===== src/rtl/dec_seq.sv =====
// dec_seq: binary code to one-hot/thermometer decoder with registered output stage and self-sweep
module dec_seq #(
  parameter int IN_W = 8,
  localparam int OUT_W = 2 ** IN_W
) (
  input  logic             clk,
  input  logic             rst_n,
  input  logic             in_valid,
  output logic             in_ready,
  input  logic [IN_W-1:0]  in_code,
  input  logic             in_therm,
  input  logic             sweep_start,
  output logic             sweep_busy,
  output logic             sweep_done,
  output logic             out_valid,
  input  logic             out_ready,
  output logic [OUT_W-1:0] out_vec,
  output logic [IN_W-1:0]  out_code
);
  typedef enum logic [1:0] {IDLE, SWEEP, DONE} state_t;
  state_t state, state_nx;
  logic [IN_W-1:0] cnt;
  logic sweep_therm;
  logic can_load, ext_load, sweep_load, load, load_therm;
  logic [IN_W-1:0] load_code;
  logic [OUT_W-1:0] dec;
  // Handshake, load source selection and next-state; sweep_start wins over an external code
  always_comb begin
    can_load = !out_valid || out_ready;
    in_ready = rst_n && state == IDLE && can_load && !sweep_start;
    ext_load = in_valid && in_ready;
    sweep_load = state == SWEEP && can_load;
    load = ext_load || sweep_load;
    load_code = sweep_load ? cnt : in_code;
    load_therm = sweep_load ? sweep_therm : in_therm;
    sweep_busy = state == SWEEP;
    sweep_done = state == DONE;
    state_nx = state == IDLE ? (sweep_start ? SWEEP : IDLE) :
               state == SWEEP ? ((sweep_load && &cnt) ? DONE : SWEEP) : IDLE;
  end
  for (genvar g = 0; g < OUT_W; g++) begin : g_dec
    assign dec[g] = load_therm ? (load_code >= IN_W'(g)) : (load_code == IN_W'(g));
  end
  // State, sweep counter (stalls under back-pressure, never wraps) and output register
  always_ff @(posedge clk) begin
    if (!rst_n) begin
      state <= IDLE;
      cnt <= '0;
      sweep_therm <= 1'b0;
      out_valid <= 1'b0;
      out_vec <= '0;
      out_code <= '0;
    end else begin
      state <= state_nx;
      if (state == IDLE && sweep_start) begin
        cnt <= '0;
        sweep_therm <= in_therm;
      end else if (sweep_load && !(&cnt)) begin
        cnt <= cnt + 1'b1;
      end
      out_valid <= load || (out_valid && !out_ready);
      if (load) begin
        out_vec <= dec;
        out_code <= load_code;
      end
    end
  end
endmodule


===== config.mk =====
export PLATFORM = sky130hd
export DESIGN_NAME = dec_seq
export DESIGN_NICKNAME = d
export VERILOG_FILES = /design/src/rtl/dec_seq.sv
export SDC_FILE = /design/constraint.sdc
export NUM_CORES = 1
export LEC_CHECK = 0
export ABC_AREA = 1
export CAP_MARGIN = 5
export CELL_PAD_IN_SITES_DETAIL_PLACEMENT = 0
export CELL_PAD_IN_SITES_GLOBAL_PLACEMENT = 1
export CORE_MARGIN = 5
export CORE_UTILIZATION = 39
export DETAILED_ROUTE_END_ITERATION = 12
export PLACE_DENSITY = 0.94
export SKIP_LAST_GASP = 1
export SYNTH_ARGS = -nofsm -noshare
export SYNTH_HDL_FRONTEND = slang
export SYNTH_SLANG_ARGS = --single-unit

===== constraint.sdc =====
create_clock -name clk -period 5.6 [get_ports clk]
set_clock_uncertainty 0.05 [all_clocks]
set_input_delay 0.56 -clock clk [delete_from_list [all_inputs] [get_ports clk]]
set_output_delay 0.56 -clock clk [all_outputs]
set_load 0.005 [all_outputs]

==> flow_metrics.tcl, run 1 <==
set metrics [dict create \
    worst_slack_ns 1.90 \
    crit_fanout 22 \
    ys_ff_latch 276 \
    rsz0062_at_grt "false" \
    p_switching_mw 1.83 \
    syn-instance-count 1802 \
    cp_slowest_cell "nor2_1" \
    first_pass_iters 6 \
    outcome "completed" \
    r2r_cells 12 \
    drt_wl_total_mm 61.1 \
    cts_buffers 31 \
    yosysTopAreaCell "dfxtp_1" \
    dp_hpwl_mm 42.6 \
    fmax_mhz 270 \
    fillerInstances 3082 \
    p_clk_frac 0.352 \
    arrival_ns 4.17 \
    critPathCaptureType "register" \
    start_util 0.397 \
    multi_input_area_um2 5980 \
    final_common_cell "nand2_1" \
    placed_cell_area_um2 15500 \
    cts.sinks 276 \
    gp_congestion 0.982 \
    min_period_over_period 0.661 \
    num_vias 14088 \
    cts_setup_buffers 0 \
    netSwitchingFraction 0.323 \
    num_antenna_cells 0 \
    yosysSeqAreaShare 0.440 \
    leakagePower_nw 6.68 \
    htreeDepth 1 \
    gr-usage-met2 0.500 \
    required_ns 6.07 \
    mostFrequentLayoutCells "nand2_1 (434), clkdlybuf4s50_1 (280), dfxtp_1 (276)" \
    place_worst_setup_slack_ns 1.46 \
    seq_area_um2 5530 \
    worstSetupPathType "in2reg" \
    cts-hold-fix-buffers 0 \
    final.setup.tns_ns 0 \
    core_um2 31600 \
    hold_start "rst_n" \
    cp-start-kind "primary input" \
    die_y_um 189 \
    drtIter0Drc 1565 \
    synth_ff_type "dfxtp_1" \
    regToRegEndpoint "out_vec[158]" \
    p_comb_frac 0.245 \
    slew_headroom 0.0731 \
    grt_util_met1 0.444 \
    syn_to_final_growth_pct 31.5 \
    slew_viol_final 0 \
    synthesis.nets 1817 \
    synthTopCellsByArea "dfxtp_1 (44%), nand2_1 (13%), o21ai_0 (11%)" \
    yosysTopAreaCellShare 0.440 \
    power_mw 5.68 \
    path_common_cell "nand2_1" \
    grt_overflow 0 \
    cts_resized 0 \
    grt_max_degree 111 \
    synth_area_um2 12600 \
    critPathLaunch "out_ready" \
    grt_first_pass_wirelength_mm 88.5 \
    num_rows 65 \
    reg2reg_from "state[0]" \
    synthArstFlopShare 0 \
    drive_above_1_share 0.0741 \
    final_antenna_net_count 0 \
    yosysWarnings 0 \
    r2r_slack_ns 1.97 \
    setup_viol 0 \
    root_buffer "clkbuf_16" \
    worstMarginPinSlew_ns 1.39 \
    hold_path_end "out_vec[130]" \
    dieArea_um2 35900 \
    grt_pass1_vias 13343 \
    hold_path_class "in2reg" \
    antenna_found_initial 2 \
    finalInstanceArea_um2 16500 \
    pin_count 282 \
    period_needed_ns 3.70 \
    ys_types 39 \
    grt_use_met3 0.0691 \
    synth_area_per_cell_um2 6.97 \
    top_usage_layer "met2" \
    p_per_area_nw_per_um2 344 \
    drc 0 \
    io_buffers 281 \
    grt_usage 0.323 \
    slowest_delay_ns 1.16 \
    clkTransAtPathRegs_ns 0.07 \
    nNetsFinal 2047 \
    drv_cap 0 \
    seqPwrFrac 0.403 \
    fp.dieW_um 189 \
    hold_depth 3 \
    synth_edf_count 0 \
    finalHoldViolations 0 \
    wl_per_cell_um 24.9 \
    viasPerCell 5.75 \
    cts_tree "done" \
    clkLatencyLatePin_ns 0.58 \
    clockBufferDepth 3 \
    internal_power_mw 3.84 \
    post-route-util 0.522 \
    vdd_ir_drop_max_mv 0.265 \
    path_cells "clkdlybuf4s50_1, inv_1, nand2_2, nand2_2, nand2_1, nand2_1, buf_4, nand2_1, nor2_1, nand2_1, nand2_1, nand2_1, a21oi_1" \
]
-- per-stage QoR --
| stage | hold slack [ns] | instances |
|---|---|---|
| floorplan | 0.408 | 1802 |
| global placement | 0.402 | 2401 |
| detailed placement | 0.409 | 2401 |
| CTS | 0.372 | 2452 |
| global route | 0.381 | 2452 |
| finish | 0.360 | 2452 |
-- synth_stat cells (3+ instances only) --
master and number:
xor2_1 3, nor2_4 5, or2_2 18, clkbuf_1 56
nand2_2 21, buf_2 32, o21ai_2 4, inv_2 7
o21ai_0 264, nor2_2 17, o21bai_1 9, buf_6 4
nand4_1 6, o211ai_1 3, o21ai_4 4, buf_4 10
buf_1 3, a21oi_1 228, clkinv_1 3, nor2_1 128
a31oi_1 14, nand2_1 435, inv_1 137, dfxtp_1 276
nor3_1 8, nand3_1 91
-- power groups by stage --
stage,Clock (mW),Sequential [mW],Combinational (mW)
2_1_floorplan,0,2.31,0.613
3_3_place_gp,0,2.32,1.36
3_5_place_dp,0,2.32,1.36
4_1_cts,2.02,2.29,1.37
5_1_grt,2.10,2.31,1.47
6_report,2.00,2.29,1.39
-- final cells by class --
type                    instances  share of cell area
repair buffers                302               0.180
inverters                     147              0.0334
flip-flops and latches        276               0.335
multi-input cells            1274               0.362
well taps                     402              0.0305
clock buffers                  43              0.0540
clock inverters                 8             0.00530
-- worst max-delay path by stage --
stage / to / cells past startpoint / slack (ns)
5_1_grt: out_vec[85] / 13 / 1.70
3_3_place_gp: out_vec[158] / 12 / 1.42
6_report: out_vec[158] / 13 / 1.90
4_1_cts: out_vec[21] / 13 / 2.06
3_5_place_dp: out_vec[117] / 13 / 1.46
2_1_floorplan: out_vec[74] / 13 / 3.43
-- kinds of logic after synthesis --
group,Yosys count,synth area share
AOI/OAI and AO/OA,535,0.224
DFF,276,0.440
buffers and inverters,252,0.0839
adders and majority gates,1,0.000997
xor gates and xnor gates,4,0.00279
and+or+nand+nor,734,0.248
-- metal layers --
layer,up-vias,part of all wire
li1,6350,-
met3,156,0.10
met4,2,0.044
met1,6708,0.42
met2,872,0.44
met5,-,0.00021
-- flip-flops by register name, indices dropped and copies added, names as in the netlist --
register / flops
cnt: 8
out_code: 8
out_valid: 1
out_vec: 256
state: 2
sweep_therm: 1
-- worst max-delay path, delay by kind of cell --
kind                   cells  cell delay [ns]
AOI/OAI and AO/OA          1             0.15
and+or+nand+nor            9             2.65
buffers and inverters      3             0.79
Power figures use the tool's default switching activity.
==> run 2, diff against run 1 <==
--- a/config.mk
+++ b/config.mk
@@ -10,9 +10,9 @@
 export CELL_PAD_IN_SITES_DETAIL_PLACEMENT = 0
 export CELL_PAD_IN_SITES_GLOBAL_PLACEMENT = 1
 export CORE_MARGIN = 5
-export CORE_UTILIZATION = 39
+export CORE_UTILIZATION = 32
 export DETAILED_ROUTE_END_ITERATION = 12
-export PLACE_DENSITY = 0.94
+export PLACE_DENSITY = 0.84
 export SKIP_LAST_GASP = 1
 export SYNTH_ARGS = -nofsm -noshare
 export SYNTH_HDL_FRONTEND = slang
==> constraint.sdc (replaced) <==
create_clock -name clk -period 3.4 [get_ports clk]
set_clock_uncertainty 0.05 [all_clocks]
set_input_delay 0.34 -clock clk [delete_from_list [all_inputs] [get_ports clk]]
set_output_delay 0.34 -clock clk [all_outputs]
set_load 0.005 [all_outputs]
==> run 2 against run 1 <==
  * Setup slack got worse by 1.6 ns
  * Power is 77% higher
  * Global-route usage down 3.1 points
  * Clock-buffer cell count is 9 higher
  * Critical path depth is the same
  * Combinational power grew 81%
  * Routed wire length increased by 8.4%
  * Via count rose by 1.2%
  * Die area grew 21%
  * Critical endpoint is now out_vec[135]
  * Largest cell class unchanged
  * Highest routed layer unchanged
==> flow_metrics.tcl, run 2 (synthesized netlist as in run 1, its figures left out) <==
set metrics [dict create \
    drc 0 \
    dieArea_um2 43300 \
    worstMarginPinSlew_ns 1.06 \
    viasPerCell 5.30 \
    period_needed_ns 3.14 \
    io_buffers 281 \
    start_util 0.324 \
    drv_cap 0 \
    die_y_um 208 \
    grt_util_met1 0.409 \
    required_ns 3.80 \
    gp_congestion 1.01 \
    clkLatencyLatePin_ns 0.55 \
    mostFrequentLayoutCells "nand2_1 (434), clkdlybuf4s50_1 (280), dfxtp_1 (276)" \
    grt_pass1_vias 13564 \
    finalHoldViolations 0 \
    p_per_area_nw_per_um2 563 \
    htreeDepth 2 \
    worst_slack_ns 0.259 \
    drt_wl_total_mm 66.2 \
    fillerInstances 4008 \
    grt_use_met3 0.0556 \
    largest-register "out_vec" \
    min_period_over_period 0.924 \
    post-route-util 0.459 \
    wl_per_cell_um 24.6 \
    cts-hold-fix-buffers 0 \
    leakagePower_nw 7.36 \
    largestRegisters "out_vec: 256 flops, cnt: 8 flops, out_code: 8 flops" \
    slowest_delay_ns 0.61 \
    fp.dieW_um 208 \
    path_common_cell "nand2_1" \
    cp_slowest_cell "o21ai_1" \
    cts_resized 0 \
    drtIter0Drc 1539 \
    gr-usage-met2 0.451 \
    grt_overflow 0 \
    drive_above_1_share 0.123 \
    arrival_ns 3.54 \
    slew_headroom 0.292 \
    setup_viol 0 \
    dp_hpwl_mm 48.6 \
    place_worst_setup_slack_ns 0.134 \
    rsz0062_at_grt "false" \
    fmax_mhz 318 \
    placed_cell_area_um2 16700 \
    first_pass_iters 6 \
    final.setup.tns_ns 0 \
    worstSetupPathType "reg2reg" \
    final_common_cell "nand2_1" \
    grt_max_degree 252 \
    finalInstanceArea_um2 17800 \
    outcome "completed" \
    grt_usage 0.292 \
    largest_reg_flops 256 \
    cp-start-kind "register" \
    clockBufferDepth 3 \
    cts.sinks 276 \
    num_rows 72 \
    critPathCaptureType "register" \
    cts_tree "done" \
    hold_path_class "in2reg" \
    root_buffer "clkbuf_16" \
    cts_setup_buffers 0 \
    power_mw 10.0 \
    antenna_found_initial 1 \
    num_vias 14254 \
    pin_count 282 \
    path_cells "inv_1, nor2_4, nand2_2, nand2_1, nand2_1, buf_4, nor2_1, nand2_1, o21ai_1, buf_4, nand3_1, nand2_1, inv_1" \
    syn_to_final_growth_pct 41.7 \
    slew_viol_final 0 \
    core_um2 38700 \
    nNetsFinal 2165 \
    vdd_ir_drop_max_mv 0.351 \
    grt_first_pass_wirelength_mm 95.4 \
    crit_fanout 17 \
    clkTransAtPathRegs_ns 0.06 \
    cts_buffers 35 \
    final_antenna_net_count 0 \
    top_usage_layer "met2" \
    num_antenna_cells 0 \
]
==> run 2: cell type report <==
type	count	area (um^2)	area share
inverters	147	552	0.0310
clock buffers	52	990	0.0556
multi-input cells	1274	5980	0.336
repair buffers	416	3950	0.222
well taps	518	648	0.0364
flip-flops and latches	276	5530	0.311
clock inverters	8	144	0.00809
==> run 2: path summary, 6_finish.rpt <==
path / start / to / slack, ns / cells after the start
setup reg to reg: state[0] / out_vec[135] / 0.26 / 13
hold / removal: rst_n / out_vec[20] / 0.34 / 4
hold reg to reg: out_code[4] / out_code[4] / 0.42 / 2
setup / recovery: state[0] / out_vec[135] / 0.26 / 13
==> run 2: worst max-delay path: cells and delay by family (launching register included) <==
kind / cells / cell delay (ns)
and+or+nand+nor: 8 / 1.37
DFF: 1 / 0.34
buffers and inverters: 4 / 0.65
AOI/OAI and AO/OA: 1 / 0.61
==> run 2: power breakdown <==
| part | switching, mW | total [mW] | internal [mW] |
|---|---|---|---|
| combinational | 1.49 | 2.51 | 1.03 |
| clock | 1.49 | 3.73 | 2.25 |
| sequential | 0.209 | 3.78 | 3.57 |
| total | 3.18 | 10.0 | 6.84 |
==> run 2: layer usage <==
metal / wire, um / share of wire
met5: 13 / 0.00020
met1: 29700 / 0.45
met2: 29200 / 0.44
met4: 2380 / 0.036
met3: 4880 / 0.074
==> run 2: metrics by stage <==
stage                     hold slack, ns  std cells
after CTS                          0.315       2691
after global routing               0.347       2691
after global placement             0.407       2631
after detailed placement           0.407       2631
after floorplan                    0.408       1802
final                              0.343       2691
